`src/rtl/uart_debug_pkg.sv`:
```
// uart_debug_pkg
// Shared definitions for the debug UART transmitter: FSM state encoding,
// frame constants and the parity helper.
// Build option: define UART_DEBUG_TX_PARITY_EN for 8E1 framing (even parity
// bit between the last data bit and the stop bit). Left undefined the link is
// 8N1 and the PARITY state does not exist.
package uart_debug_pkg;

  localparam int   UART_DATA_BITS  = 8;
  localparam logic UART_IDLE_LEVEL = 1'b1;

  // Encoding is fixed so the debug state output reads the same in every build.
  typedef enum logic [2:0] {
    IDLE   = 3'd0,
    START  = 3'd1,
    DATA   = 3'd2,
`ifdef UART_DEBUG_TX_PARITY_EN
    PARITY = 3'd3,
`endif
    STOP   = 3'd4
  } state_t;

`ifdef UART_DEBUG_TX_PARITY_EN
  // Even parity: the transmitted bit makes the total count of ones even.
  function automatic logic even_parity(input logic [UART_DATA_BITS-1:0] d);
    return ^d;
  endfunction
`endif

endpackage

```
`src/rtl/uart_debug_fifo.sv`:
```
// uart_debug_fifo
// Show-ahead byte FIFO feeding the UART serializer. rd_data always presents
// the head entry; rd_en pops it. Writes while full and reads while empty are
// ignored, so the caller may hold wr_en without checking full.
// Ports:
//   clk, resetn        clock, asynchronous active-low reset
//   wr_en, wr_data     push request and data
//   rd_en, rd_data     pop request and head-of-queue data
//   count              entries stored (one bit wider than the pointers)
//   full, empty        derived from the registered count
module uart_debug_fifo #(
  parameter int DEPTH = 8,
  parameter int WIDTH = 8
) (
  input  logic                     clk,
  input  logic                     resetn,
  input  logic                     wr_en,
  input  logic [WIDTH-1:0]         wr_data,
  input  logic                     rd_en,
  output logic [WIDTH-1:0]         rd_data,
  output logic [$clog2(DEPTH):0]   count,
  output logic                     full,
  output logic                     empty
);

  localparam int AW = $clog2(DEPTH);
  localparam int CW = AW + 1;

  logic [WIDTH-1:0] mem [DEPTH];
  logic [AW-1:0]    wr_ptr_q, rd_ptr_q;
  logic [CW-1:0]    count_q;
  logic             wr_ok, rd_ok;

  // full comes from the registered count: a pop does not open a slot for a
  // write in the same cycle, which keeps ready free of any path from the FSM.
  assign full    = (count_q == CW'(DEPTH));
  assign empty   = (count_q == '0);
  assign wr_ok   = wr_en && !full;
  assign rd_ok   = rd_en && !empty;
  assign rd_data = mem[rd_ptr_q];
  assign count   = count_q;

  // Storage is deliberately not reset; the pointers alone define validity.
  always_ff @(posedge clk) begin
    if (wr_ok) mem[wr_ptr_q] <= wr_data;
  end

  // Pointers wrap naturally because DEPTH is a power of two.
  always_ff @(posedge clk or negedge resetn) begin
    if (!resetn) begin
      wr_ptr_q <= '0;
      rd_ptr_q <= '0;
      count_q  <= '0;
    end else begin
      if (wr_ok) wr_ptr_q <= wr_ptr_q + AW'(1);
      if (rd_ok) rd_ptr_q <= rd_ptr_q + AW'(1);
      case ({wr_ok, rd_ok})
        2'b10:   count_q <= count_q + CW'(1);
        2'b01:   count_q <= count_q - CW'(1);
        default: count_q <= count_q;
      endcase
    end
  end

endmodule

```
`src/rtl/uart_debug_tx.sv`:
```
// uart_debug_tx
// Buffered UART transmitter for debug output: bytes are queued in a small
// FIFO and shifted out LSB first as 8N1 frames (8E1 when the build defines
// UART_DEBUG_TX_PARITY_EN).
// Handshake: a byte is taken on every rising clk edge where i_tx_dv and
// o_tx_ready are both high; i_tx_byte is sampled on that edge. When
// o_tx_ready is low the offer is ignored and the sender must keep or repeat
// it. o_tx_ready depends only on registered state.
// Ports:
//   clk, resetn     clock, asynchronous active-low reset (aborts the frame
//                   and flushes the queue)
//   i_tx_dv         byte valid
//   i_tx_byte       payload byte
//   o_tx_ready      FIFO not full
//   o_tx_serial     UART line, idle high
//   o_tx_active     high while a frame is on the line
//   o_tx_done       one-cycle pulse on the last cycle of each stop bit
//   o_fifo_count    bytes waiting in the FIFO
//   o_dbg_state     current FSM state for monitors
module uart_debug_tx
  import uart_debug_pkg::*;
#(
  parameter int CLKS_PER_BIT = 104,
  parameter int FIFO_DEPTH   = 8
) (
  input  logic                          clk,
  input  logic                          resetn,
  input  logic                          i_tx_dv,
  input  logic [7:0]                    i_tx_byte,
  output logic                          o_tx_ready,
  output logic                          o_tx_serial,
  output logic                          o_tx_active,
  output logic                          o_tx_done,
  output logic [$clog2(FIFO_DEPTH):0]   o_fifo_count,
  output state_t                        o_dbg_state
);

  localparam int              TW         = $clog2(CLKS_PER_BIT);
  localparam logic [TW-1:0]   TIMER_LAST = TW'(CLKS_PER_BIT - 1);
  localparam logic [2:0]      BIT_LAST   = 3'(UART_DATA_BITS - 1);

  state_t     state_q, state_d;
  logic [TW-1:0] timer_q;
  logic [2:0] bit_idx_q;
  logic [7:0] shift_q;
  logic       timer_last;
  logic       fifo_rd_en, fifo_full, fifo_empty;
  logic [7:0] fifo_rd_data;

  assign timer_last  = (timer_q == TIMER_LAST);
  // The head byte is popped in the single IDLE cycle; START follows next edge,
  // so the start bit appears two cycles after the byte is presented.
  assign fifo_rd_en  = (state_q == IDLE) && !fifo_empty;
  assign o_tx_ready  = !fifo_full;
  assign o_dbg_state = state_q;

  uart_debug_fifo #(
    .DEPTH (FIFO_DEPTH),
    .WIDTH (8)
  ) u_fifo (
    .clk     (clk),
    .resetn  (resetn),
    .wr_en   (i_tx_dv),
    .wr_data (i_tx_byte),
    .rd_en   (fifo_rd_en),
    .rd_data (fifo_rd_data),
    .count   (o_fifo_count),
    .full    (fifo_full),
    .empty   (fifo_empty)
  );

  // State register
  always_ff @(posedge clk or negedge resetn) begin
    if (!resetn) state_q <= IDLE;
    else         state_q <= state_d;
  end

  // Next-state logic
  always_comb begin
    state_d = state_q;
    case (state_q)
      IDLE:  if (!fifo_empty) state_d = START;
      START: if (timer_last)  state_d = DATA;
      DATA: begin
        if (timer_last && (bit_idx_q == BIT_LAST)) begin
`ifdef UART_DEBUG_TX_PARITY_EN
          state_d = PARITY;
`else
          state_d = STOP;
`endif
        end
      end
`ifdef UART_DEBUG_TX_PARITY_EN
      PARITY: if (timer_last) state_d = STOP;
`endif
      STOP:  if (timer_last)  state_d = IDLE;
      default: state_d = IDLE;
    endcase
  end

  // Bit timer, data bit index and frame byte. The timer idles at zero so each
  // frame starts with a full-length start bit.
  always_ff @(posedge clk or negedge resetn) begin
    if (!resetn) begin
      timer_q   <= '0;
      bit_idx_q <= '0;
      shift_q   <= '0;
    end else begin
      if ((state_q == IDLE) || timer_last) timer_q <= '0;
      else                                 timer_q <= timer_q + TW'(1);
      if ((state_q == DATA) && timer_last)
        bit_idx_q <= (bit_idx_q == BIT_LAST) ? 3'd0 : bit_idx_q + 3'd1;
      if (fifo_rd_en) shift_q <= fifo_rd_data;
    end
  end

  // Outputs are decoded from registered state only, so reset forces the line
  // high without waiting for a clock.
  always_comb begin
    o_tx_serial = UART_IDLE_LEVEL;
    o_tx_active = 1'b1;
    o_tx_done   = 1'b0;
    case (state_q)
      IDLE:   o_tx_active = 1'b0;
      START:  o_tx_serial = ~UART_IDLE_LEVEL;
      DATA:   o_tx_serial = shift_q[bit_idx_q];
`ifdef UART_DEBUG_TX_PARITY_EN
      PARITY: o_tx_serial = even_parity(shift_q);
`endif
      STOP:   o_tx_done   = timer_last;
      default: o_tx_active = 1'b0;
    endcase
  end

endmodule

```
`config.mk`:
```
export PLATFORM = sky130hd
export DESIGN_NAME = uart_debug_tx
export DESIGN_NICKNAME = d
export VERILOG_FILES = /design/src/rtl/uart_debug_pkg.sv /design/src/rtl/uart_debug_fifo.sv /design/src/rtl/uart_debug_tx.sv
export SDC_FILE = /design/constraint.sdc
export NUM_CORES = 1
export LEC_CHECK = 0
export ABC_AREA = 1
export CAP_MARGIN = 15
export CORE_ASPECT_RATIO = 0.9
export CORE_MARGIN = 3
export CORE_UTILIZATION = 40
export DETAILED_ROUTE_END_ITERATION = 12
export PLACE_DENSITY_LB_ADDON = 0.08
export SETUP_SLACK_MARGIN = 0.02
export SYNTH_ARGS = -nofsm -noshare
export SYNTH_HDL_FRONTEND = slang
export SYNTH_SLANG_ARGS = --single-unit
```
`constraint.sdc`:
```
create_clock -name clk -period 1.95 [get_ports clk]
set_input_delay 0.39 -clock clk [delete_from_list [all_inputs] [get_ports clk]]
set_output_delay 0.39 -clock clk [all_outputs]
set_load 0.02 [all_outputs]
```
==> metrics.md <==
| Metric | Value |
|---|---|
| Port bufs | 21 |
| Drt wl/cell | 15.3 um |
| Crit path launch type | register |
| CTS root buf | clkbuf_16 |
| Clock skew | 0.00901 ns |
| Clock buffer count from CTS | 9 |
| Starting Density | 0.424 |
| Gpl congestion | 0.765 |
| Max Root-Sink Buffers | 2 |
| Critical Path AT | 1.48 ns |
| RSZ-0062 raised after global routing | true |
| Post-Syn Instances | 399 |
| Fmax | 534 MHz |
| Fin. max-slew vios | 0 |
| Clock Pin Slew Worst Setup and Hold Paths | around 0.070 ns |
| Placeable Area | 9950 um2 |
| H-tree level count | 3 |
| FF+latch count, synth | 95 |
| Crit share post-route | 0.960 |
| Outcome | complete, no violations |
| Total global routing overflow | 0 |
| Met1 Usage GRT | 0.201 |
| Cell area after synthesis | 4220 um2 |
| HPWL Detailed | a little under 6000 um |
| Final core occ | 0.509 |
| Crit path capture | o_tx_active |
| Hold crit path type | in -> async |
| Total power draw | 7.95 mW |
| Sequential cell area | 2710 um2 |
| Skew-Pair Late Insertion Delay | between 0.3 and 0.4 ns |
| First-pass GRT wire length | 14,400 um |
| Synth top area cells | edfxtp_1 46%, dfrtp_1 18%, nor2_1 8.2%, o21ai_0 5.1%, nand2_1 5.0% |
| Area delta synth->final | 20.0% |
| Largest net degree at the start of global routing | 33 |
| Synth cell types | 32 |
| Final wirelength | 8850 um |
| Initial DRC count | 202 |
| R2R depth | 11 |
| Syn nets | 418 |
| ANT cells | 0 |
| Syn Area/Cell | 10.6 um2 |
| Vias in the first global route | approximately 2,800 |
| Clock sinks | 95 |
| Ys Warns | 0 |
| R2r endpoint | u_fifo.count[2] |
| Post-CTS Hold Buffers | 0 |
| Final setup vio count | 0 |
| GR peak layer | met2 |
| Fill cell count | 913 |
| Max Fanout on Critical Path | 4 |
| Cell row count | 34 |
| Final ANT Viol Nets | 0 |
| Die ar. | about 12,000 um2 |
| FF-to-FF setup slack | 0.18 ns |
| Share of layout cells above drive strength 1 | 0.174 |
| Min cycle time layout | 1.87 ns |
| GR Util met2 | 0.282 |
| Rel. slew slack | 0.683 |
| CTS tree | yes |
| Critical path class | reg -> out |
| Met3 usage | 0.0413 |
| Final hold vios | 0 |
| Total of max-cap violations | 0 |
| DRC Markers | 0 |
| Die Y | 103 um |
| Share of the synthesized area in the top cell type | 0.455 |
| IO Count | 22 |
| Maximum vdd drop | 0.777 mV |
| Antenna violations before repair | 0 |
| Worst slew pin tran | 0.475 ns |
| Critical Path Start | o_dbg_state[0] |
| Pre-antenna DRT Iters | 4 |
| Nets | 467 |
| Pleak | approximately 2.0 nW |
| Crit end category | output port |
| Die width | 114 um |
| Critical Path RT | 1.56 ns |
| Via density | 4.89 |
| Worst R2R Start | o_dbg_state[0] |
| Post-synthesis sequential area ratio | 0.639 |
| Multi-input logic area | 1350 um2 |
| Largest area contributor in the netlist | edfxtp_1 |
| PwrDens | 1570 nW/um2 |
| Via count | 2,831 |
| Gr usage total | 0.162 |
power by group:
part / switching, mW / total [mW] / internal [mW] / leakage [nW]
registers: 0.269 / 2.91 / 2.64 / 0.965
logic: 1.94 / 3.11 / 1.17 / 0.918
clock network: 0.753 / 1.92 / 1.17 / 0.161
repair_timing:
action                                  in CTS  in global routing
buffers inserted                             0                  3
gates cloned                                 0                  0
pin swaps                                    0                  4
resized for setup                           12                  7
endpoints found under the setup margin       4                  4
registers in the layout, summed over array words and instances, names as in the netlist:
signal           cells
u_fifo.rd_ptr_q      3
o_dbg_state          3
u_fifo.mem          64
u_fifo.count         4
timer_q              7
bit_idx_q            3
shift_q              8
u_fifo.wr_ptr_q      3
critical path, cell delays in order, from the launching register on:
cell and delay (ns):
dfrtp_2 0.46, nor3_4 0.24, inv_2 0.07, nand3_2 0.07, clkdlybuf4s15_1 0.30
layout make-up:
type / count / area share
repair buffers: 50 / 0.0827
multi-input cells: 265 / 0.267
clock buffers: 11 / 0.0479
clock inverters: 5 / 0.0170
flip-flops and latches: 95 / 0.534
inverters: 27 / 0.0205
well taps: 126 / 0.0311
worst min-delay path by stage:
| stage | to | slack (ns) |
|---|---|---|
| 3_3_place_gp | timer_q[0] | 0.44 |
| 3_5_place_dp | shift_q[1] | 0.46 |
| 2_1_floorplan | bit_idx_q[0] | 0.09 |
| 6_report | timer_q[5] | 0.43 |
| 5_1_grt | timer_q[4] | 0.47 |
| 4_1_cts | timer_q[5] | 0.46 |
Yosys cell counts (all sizes together):
cell type and number:
nor2 96, edfxtp 64, nand2 59, o21ai 46, nand3 40, dfrtp 31, inv 26, buf 9
ha 8, nor3 4, xor2 4, clkbuf 3, xnor2 3, a21oi 2, clkinv 1, nor3b 1
nor4 1, or2 1
kinds of logic after synthesis:
kind of cell             Yosys count  synth area share
AND/OR/NAND/NOR                  202             0.218
buffers and inverters             39            0.0474
AO/OA/AOI/OAI                     48            0.0578
flip-flops                        95             0.639
adder cells (fa/ha/maj)            8            0.0237
XOR/XNOR                           7            0.0145
metrics by stage:
stage                     setup TNS (ns)  area [um2]  hold WS [ns]  std cells  setup slack [ns]
after global placement                 0        4710         0.445        560            0.0255
after global routing                   0        5070         0.473        579            0.0115
after floorplan                        0        4250        0.0944        399            0.0450
final                                  0        5070         0.435        579            0.0772
after CTS                              0        5040         0.456        576            0.0233
after detailed placement         -0.0419        4710         0.464        560           -0.0419
placed cells by master, fill, tap and decap left out, drive strengths merged:
cell type and instances:
edfxtp 64, clkdlybuf4s50 17, dfrtp 31, nor2 96, nor3 4, ha 8, xor2 4, nor3b 1
o21ai 46, nand2 59, a21oi 2, clkinv 2, or2 1, clkbuf 11, nor4 1, bufinv 2
inv 28, dlygate4sd2 1, nand3 40, xnor2 3, clkdlybuf4s15 1, buf 31
layer usage:
| metal | wire length [um] | vias up | part of all wire |
|---|---|---|---|
| met5 | 0 | - | 0 |
| met4 | 96 | 0 | 0.011 |
| met3 | 358 | 6 | 0.040 |
| met2 | 4400 | 53 | 0.50 |
| met1 | 3990 | 1331 | 0.45 |
| li1 | - | 1441 | - |
Power figures use the tool's default switching activity.
